### src/rtl/chord_mixer_fifo.sv
// Three-voice mixer with saturation and a small output FIFO that paces the chord player.
// Optional peak meter (peak_level port) is enabled by defining MIX_PEAK_HOLD_EN.
module chord_mixer_fifo #(
  parameter int DEPTH      = 8,
  parameter int ADDR_W     = 3,
  parameter int GAIN_SHIFT = 1,
  parameter int TIMEOUT    = 64
`ifdef MIX_PEAK_HOLD_EN
  , parameter int PEAK_DECAY = 4
`endif
) (
  input  logic                clk,
  input  logic                reset,
  input  logic                play_enable,
  input  logic                sample_ready,
  input  logic signed [15:0]  sample1,
  input  logic signed [15:0]  sample2,
  input  logic signed [15:0]  sample3,
  input  logic                codec_ready,
  output logic                generate_next_sample,
  output logic signed [15:0]  sample_out,
  output logic                sample_valid,
  output logic [ADDR_W:0]     fifo_count,
  output logic                clip,
  output logic                underflow,
  output logic [1:0]          dbg_state_o
`ifdef MIX_PEAK_HOLD_EN
  , output logic [15:0]       peak_level
`endif
);

  // Handshakes: generate_next_sample is a one-cycle request; the player answers with
  // sample_ready (any later cycle while in WAIT). codec_ready pops one entry and is
  // answered one cycle later by a sample_valid pulse; no backpressure on either side.

  typedef enum logic [1:0] {
    S_IDLE = 2'd0,
    S_REQ  = 2'd1,
    S_WAIT = 2'd2
  } state_e;

  localparam int TMO_W = $clog2(TIMEOUT + 1);
  localparam logic [TMO_W-1:0] TMO_LAST = TMO_W'(TIMEOUT - 1);
  localparam logic signed [17:0] MAX_S = 18'sd32767;
  localparam logic signed [17:0] MIN_S = -18'sd32768;

  state_e                state_q;
  logic                  gen_q;
  logic [TMO_W-1:0]      tmo_q;
  logic signed [15:0]    mix_q;
  logic                  mix_pend_q;
  logic                  clip_q;

  logic [15:0]           mem_q [DEPTH];
  logic [ADDR_W-1:0]     wr_ptr_q, rd_ptr_q;
  logic [ADDR_W:0]       count_q;
  logic signed [15:0]    sample_out_q;
  logic                  valid_q;
  logic                  underflow_q;

  logic signed [17:0]    sum_w, shifted_w;
  logic signed [15:0]    sat_w;
  logic                  sat_hit_w;
  logic [ADDR_W+1:0]     occ_w;
  logic                  push_w, pop_w, full_w, empty_w;

  always_comb begin
    sum_w     = $signed({{2{sample1[15]}}, sample1})
              + $signed({{2{sample2[15]}}, sample2})
              + $signed({{2{sample3[15]}}, sample3});
    shifted_w = sum_w >>> GAIN_SHIFT;
    sat_hit_w = 1'b0;
    sat_w     = shifted_w[15:0];
    if (shifted_w > MAX_S) begin
      sat_w     = 16'sh7fff;
      sat_hit_w = 1'b1;
    end else if (shifted_w < MIN_S) begin
      sat_w     = 16'sh8000;
      sat_hit_w = 1'b1;
    end
  end

  // A sample sitting in the mix register counts against free space, so a request is
  // never issued that could land in a full FIFO.
  assign occ_w   = {1'b0, count_q} + {{(ADDR_W+1){1'b0}}, mix_pend_q};
  assign push_w  = mix_pend_q;
  assign empty_w = (count_q == '0);
  assign full_w  = (count_q == (ADDR_W+1)'(DEPTH));
  assign pop_w   = codec_ready && !empty_w;

  always_ff @(posedge clk) begin
    if (!reset) begin
      state_q    <= S_IDLE;
      gen_q      <= 1'b0;
      tmo_q      <= '0;
      mix_q      <= '0;
      mix_pend_q <= 1'b0;
      clip_q     <= 1'b0;
    end else begin
      gen_q      <= 1'b0;
      clip_q     <= 1'b0;
      mix_pend_q <= 1'b0;
      case (state_q)
        S_IDLE: begin
          if (play_enable && (occ_w < (ADDR_W+2)'(DEPTH))) begin
            state_q <= S_REQ;
            gen_q   <= 1'b1;
          end
        end
        S_REQ: begin
          tmo_q   <= '0;
          state_q <= play_enable ? S_WAIT : S_IDLE;
        end
        S_WAIT: begin
          if (!play_enable) begin
            state_q <= S_IDLE;
          end else if (sample_ready) begin
            mix_q      <= sat_w;
            clip_q     <= sat_hit_w;
            mix_pend_q <= 1'b1;
            state_q    <= S_IDLE;
          end else if (tmo_q == TMO_LAST) begin
            // Player went silent: substitute silence so the codec stream keeps flowing.
            mix_q      <= '0;
            mix_pend_q <= 1'b1;
            state_q    <= S_IDLE;
          end else begin
            tmo_q <= tmo_q + 1'b1;
          end
        end
        default: state_q <= S_IDLE;
      endcase
    end
  end

  always_ff @(posedge clk) begin
    if (push_w) mem_q[wr_ptr_q] <= mix_q;
  end

  always_ff @(posedge clk) begin
    if (!reset) begin
      wr_ptr_q     <= '0;
      rd_ptr_q     <= '0;
      count_q      <= '0;
      sample_out_q <= '0;
      valid_q      <= 1'b0;
      underflow_q  <= 1'b0;
    end else begin
      valid_q <= codec_ready;
      if (push_w) wr_ptr_q <= wr_ptr_q + 1'b1;
      if (codec_ready) begin
        if (!empty_w) begin
          sample_out_q <= mem_q[rd_ptr_q];
          rd_ptr_q     <= rd_ptr_q + 1'b1;
        end else begin
          sample_out_q <= '0;
          underflow_q  <= 1'b1;
        end
      end
      case ({push_w, pop_w})
        2'b10:   count_q <= count_q + 1'b1;
        2'b01:   count_q <= count_q - 1'b1;
        default: count_q <= count_q;
      endcase
    end
  end

  a_no_overflow: assert property (@(posedge clk) disable iff (!reset) !(push_w && full_w));

`ifdef MIX_PEAK_HOLD_EN
  logic [15:0] peak_q, abs_w, decay_w;

  always_comb begin
    if (!mix_q[15])              abs_w = mix_q;
    else if (mix_q == 16'sh8000) abs_w = 16'h7fff;
    else                         abs_w = -mix_q;
    decay_w = peak_q - (peak_q >> PEAK_DECAY);
  end

  always_ff @(posedge clk) begin
    if (!reset)      peak_q <= '0;
    else if (push_w) peak_q <= (abs_w > decay_w) ? abs_w : decay_w;
  end

  assign peak_level = peak_q;
`endif

  assign generate_next_sample = gen_q;
  assign sample_out           = sample_out_q;
  assign sample_valid         = valid_q;
  assign fifo_count           = count_q;
  assign clip                 = clip_q;
  assign underflow            = underflow_q;
  assign dbg_state_o          = state_q;

endmodule

### config.mk
export PLATFORM = sky130hd
export DESIGN_NAME = chord_mixer_fifo
export DESIGN_NICKNAME = d
export VERILOG_FILES = /design/src/rtl/chord_mixer_fifo.sv
export SDC_FILE = /design/constraint.sdc
export NUM_CORES = 1
export LEC_CHECK = 0
export CAP_MARGIN = 20
export CORE_ASPECT_RATIO = 0.6
export CORE_MARGIN = 10
export CORE_UTILIZATION = 40
export DETAILED_ROUTE_END_ITERATION = 10
export GPL_ROUTABILITY_DRIVEN = 0
export PLACE_DENSITY_LB_ADDON = 0.05
export RECOVER_POWER = 100
export SLEW_MARGIN = 0
export SYNTH_ARGS = -nofsm -noshare
export SYNTH_HDL_FRONTEND = slang
export SYNTH_SLANG_ARGS = --single-unit
### constraint.sdc
create_clock -name clk -period 6.5 [get_ports clk]
set_input_delay 1.625 -clock clk [delete_from_list [all_inputs] [get_ports clk]]
set_output_delay 1.625 -clock clk [all_outputs]
set_load 0.005 [all_outputs]
* Word level (Yosys, flattened, before mapping)
Memory sizes are Yosys's and may differ from the RTL's. A register that Yosys moved wholly into a read port is not among the register bits.
Index checks and enable logic that the tools add are counted.
** Word-level totals
- Register bits after elaboration :: 56
- RAM bits :: 128
- Input bits :: 53
- Output and inout bits :: 26
- Word-level logic and storage cells :: 76
- Memories :: 1
** Memories
- mem_q :: words 8, bits a word 16, read ports 1, clocked after Yosys merged registers in 1, write ports 1, RTL line 54 : logic [15:0] mem_q [DEPTH];
** Operators by class
- Add/subtract/negate cells :: 8
- Order comparisons :: 3
- Equal/unequal tests :: 10
- Multiplexer cells :: 25
- Bitwise gates (word level) :: 1
- Reduce and logical (&&, ||, !) cells :: 16
** Operator list (count)
- 16-bit two-way mux :: 5
- 7-bit two-way mux :: 3
- 17-bit by 16-bit adder with 18-bit output :: 1
- 16-bit by 16-bit adder with 17-bit output :: 1
- 17-bit by 16-bit > comparator with 1-bit output, second input constant :: 1
- 17-bit by 16-bit < comparator with 1-bit output, second input constant :: 1
- 7-bit case mux with 2 select lines :: 1
- 2-bit two-way mux :: 5
- 2-bit inequality test, second input constant :: 4
- 4-bit case mux with 2 select lines :: 1
- 2-bit AND reduction :: 4
- 4-bit AND reduction :: 2
- 7-bit by 1-bit adder with 7-bit output, second input constant :: 1
- 7-bit by 6-bit equality test with 1-bit output, second input constant :: 1
- 1-bit two-way mux :: 7
- 3-bit by 1-bit adder with 3-bit output, second input constant :: 2
- 3-bit two-way mux :: 2
- 2-bit case mux with 3 select lines :: 1
- 3-bit AND reduction :: 2
- 2-bit nonzero test :: 3
- 4-bit by 1-bit adder with 5-bit output :: 1
- 5-bit by 4-bit < comparator with 1-bit output, second input constant :: 1
- 4-bit by 1-bit adder with 4-bit output, second input constant :: 1
- 2-bit by 1-bit equality test with 1-bit output, second input constant :: 2
- 8 further kinds :: 10

* Logic depth before layout (Yosys ltp)
- Depth after elaboration :: 6
- Mapped depth :: 12
- Depth with buffers taken out :: 11

* Worst setup path before layout
OpenSTA, ideal clock, no wires.
- Path kind :: in2reg
- Start :: input sample1[1]
- End :: register clip_q (netlist: clip)
- Library setup time :: 0.066 ns
- Arrival time :: 4.144 ns
- Required time :: 6.434 ns
- Path slack :: 2.290 ns
- Cell stages on the path :: 12
- Path buffers :: 1
- Path through :: inv_1 -> fa_1 -> inv_1 -> ha_1 -> fa_1 -> a211oi_2 -> nor3_2 -> o211ai_2 -> a32oi_4 -> buf_6 -> or2_1 -> a21oi_2
** On the way
- Cells in the longest elaborated chain, start to end :: 5
- Elaborated cells on any way between the ends :: 6
- Classes of those cells :: add/sub: 2; order compare: 2; mux: 2
** RTL lines
- start, declared :: RTL line 16 : input logic signed [15:0] sample1,
- 16-bit by 16-bit adder with 17-bit output (*) :: RTL line 69 : + $signed({{2{sample2[15]}}, sample2})
- 17-bit by 16-bit adder with 18-bit output (*) :: RTL line 70 : + $signed({{2{sample3[15]}}, sample3});
- 17-bit by 16-bit < comparator with 1-bit output :: RTL line 77 : end else if (shifted_w < MIN_S) begin
- 1-bit two-way mux :: RTL line 77
- 1-bit two-way mux (*) :: RTL line 74 : if (shifted_w > MAX_S) begin
- end signal, assigned :: RTL line 119 : clip_q <= sat_hit_w;
- end, declared :: RTL line 52 : logic clip_q;
Every way passes the cells marked *; elsewhere a longest branch is shown, timed or not.
A chain may end at the register's enable or synchronous reset.

* Worst setup path after layout
- Start :: input sample1[1]
- End :: register mix_q[5]
** On the way
- Cells in the longest elaborated chain, start to end :: 6
- Elaborated cells on any way between the ends :: 7
- Classes of those cells :: add/sub: 2; order compare: 2; mux: 3
** RTL lines
- 16-bit by 16-bit adder with 17-bit output (*) :: RTL line 69
- 17-bit by 16-bit adder with 18-bit output (*) :: RTL line 70
- 17-bit by 16-bit < comparator with 1-bit output :: RTL line 77
- 16-bit two-way mux :: RTL line 77
- 16-bit two-way mux (*) :: RTL line 74
- 16-bit two-way mux (*) :: RTL line 117 : end else if (sample_ready) begin
- end signal, assigned :: RTL line 118 : mix_q <= sat_w;
- end, declared :: RTL line 50 : logic signed [15:0] mix_q;
Marked as above.

==> summary.md <==
| Metric | Value |
|---|---|
| Max cap viols | 1 |
| Seq/Total Area, Yosys | 0.587 |
| Initial Utilization | 0.407 |
| Seq pwr share | 0.463 |
| Gate Count Post-Synth | 620 |
| GRT overflow | 0 |
| Yosys warns | 0 |
| WP data arrival | 5.43 ns |
| CTS max path bufs | 2 |
| Worst Setup End Kind | flop |
| Number of global-route vias before repair | 5411 |
| Clock tree root driver cell | clkbuf_16 |
| Count of different cell masters after synthesis | 58 |
| Worst Setup Start Kind | input pin |
| Total I/O pin count | 79 |
| Clk pwr share | 0.396 |
| Clk sink count | 187 |
| Slew HR | -0.938 |
| Die area | 27800 um2 |
| Pleak | 0.00337 uW |
| Total core area | 21000 um2 |
| Max Fclk | 193 MHz |
| Tcrit/Tclk final | 0.796 |
| Failing checks | max-capacitance violations, max-slew violations |
| Pre-antenna DRT Iters | 5 |
| DRC | 0 |
| Crit Path Max Fanout | 18 |
| Tightest Hold Check Type | reg -> reg |
| Post-DRT Antenna Nets | 0 |
| CTS clk-pin slew, worst paths | 0.07 ns |
| Setup ws final | 1.33 ns |
| Post-Syn Area per Cell | 13.8 um2 |
| Count of flip-flops with a built-in enable after synthesis | 128 |
| DR vias/cell | 5.22 |
| Tmin final | 5.17 ns |
| Cell Int Power | 2030 uW |
| FFs w/ async S/R, synth | 0 |
| Setup violations, final | 0 |
| Total Wirelength | 19300 um |
| Setup TNS | 0 ns |
| PwrDens | 269 nW/um2 |
| H-tree Lvls | 4 |
| Dominant synthesized flop cell | edfxtp_1 |
| Fraction of layout cells with a size suffix above 1 | 0.124 |
| Status | complete, but fails checks |
| Final Max Tran Viols | 17 |
| Layout fillers | 1845 |
| Switch share | 0.257 |
| Most frequent cells in the layout | edfxtp_1, nor2_1, dfxtp_1 |
| Die span in x | 209 um |
| PostCTS Resize Cnt | 0 |
| Mapped Nets | 713 |
| Clk_skew | 0.00799 ns |
| Die Span Y | 133 um |
| Number of nets in the layout | 791 |
| Dpl ws | 1.46 ns |
| Largest net degree at the start of global routing | 33 |
| Wire per inst | 19.5 um |
| First DRT Iteration DRCs | 281 |
| Unrepaired setup endpoints after global routing | false |
| First-pass GRT wire length | 30700 um |
| Number of port buffers | 78 |
| Overall routing resource usage | 0.140 |
| ANT cells | 0 |
| Sw power | 702 uW |
| Gate power share | 0.141 |
| Mapped Area | 8560 um2 |
| Yosys reg bits | 187 |
| Commonest non-fill, non-tap cell in the layout | edfxtp_1 |
| Vias | 5166 |
| Row count | 41 |
| Setup Buffers After CTS | 0 |
| Crit Path Category | in -> reg |
| Clock Latency Late Sink | 0.43 ns |
| Critical path data required time | 6.75 ns |
| P&R area growth vs syn | 18.6% |
| Antenna violations before repair | 0 |
| CTS Hold Buffers Added | 0 |
| CTS tree | yes |
| Hpwl dp | 13400 um |
| Worst-margin pin slew | 2.89 ns |
| Hold Fails Final Rpt | 0 |
| Maximum VDD drop | 0.000163 V |
| CTS Buf Count | 17 |
routing by layer:
layer,vias to the layer above,part of all wire,GRT usage
li1,2508,-,-
met1,2541,0.51,0.198
met2,107,0.43,0.208
met3,10,0.046,0.0366
met4,0,0.0089,0.0390
met5,-,0,0
logic make-up (layout without fill, tap and decap cells):
logic type	Yosys count	count (layout)	share of synthesized area
xor+xnor	20	20	0.0205
flops	187	187	0.587
compound gates	125	125	0.108
buf+inv	52	143	0.0283
mux	51	51	0.106
fa+ha+maj	40	40	0.0734
simple gates	145	145	0.0764
synthesized netlist by cell type, drive strengths merged, types with 6 or more instances:
cell    number  area, um2
edfxtp     128       3840
nor2        67        251
dfxtp       59       1180
a21oi       54        278
nand2       39        154
mux4        32        721
ha          23        288
inv         21       78.8
o21ai       20        126
mux2i       19        190
clkbuf      18       67.6
fa          17        340
a311oi      14        185
buf         13       96.3
xnor2       11       96.3
xor2         9       78.8
a21o         7       52.6
nor3         7       40.0
o211ai       7       67.6
and3         6       37.5
nand2b       6       37.5
layout make-up:
cell class	count	area, um2	area share
clock buffers	19	433	0.0426
flip-flops and latches	187	5030	0.495
inverters	21	78.8	0.00776
multi-input cells	381	3240	0.319
repair buffers	90	845	0.0831
clock inverters	13	181	0.0179
well taps	279	349	0.0344
power groups by stage:
stage / combinational [uW] / sequential (uW) / clock (uW)
after floorplan: 311 / 1290 / 0
after global placement: 403 / 1290 / 0
after detailed placement: 403 / 1290 / 0
after CTS: 406 / 1270 / 1110
after global routing: 430 / 1270 / 1160
final: 387 / 1270 / 1080
critical path, stage by stage:
cell and delay, ns:
dlygate4sd3_1 0.52, inv_1 0.06, fa_1 0.52, inv_1 0.04
ha_1 0.23, fa_1 0.43, a211oi_1 0.37, nor3_1 0.16
o211ai_1 0.34, a32oi_4 0.33, nand2_1 0.57, a311oi_1 0.20
flip-flops by register name, indices dropped and copies added (netlist names), named ones only:
register / cells
rd_ptr_q: 3
clip: 1
wr_ptr_q: 3
tmo_q: 7
sample_out: 16
sample_valid: 1
mem_q: 128
mix_q: 16
mix_pend_q: 1
generate_next_sample: 1
underflow: 1
dbg_state_o: 2
fifo_count: 4
metrics by stage:
step	power, uW	utilization	hold WS, ns	std cells	cell area (um2)
floorplan	1600	-	0.454	620	8560
global placement	1690	0.457	0.453	952	9620
detailed placement	1700	0.462	0.462	957	9720
CTS	2780	0.491	0.480	989	10300
global route	2850	0.483	0.509	990	10200
finish	2740	0.483	0.467	990	10200
path summary, 6_finish.rpt:
check,end,cells after the start,from,slack [ns]
min,underflow,2,underflow,0.47
max,mix_q[5],12,sample1[1],1.33
min reg2reg,underflow,2,underflow,0.47
max reg2reg,fifo_count[3],11,fifo_count[0],2.73
Note: power is estimated with default switching activity, not from simulation.
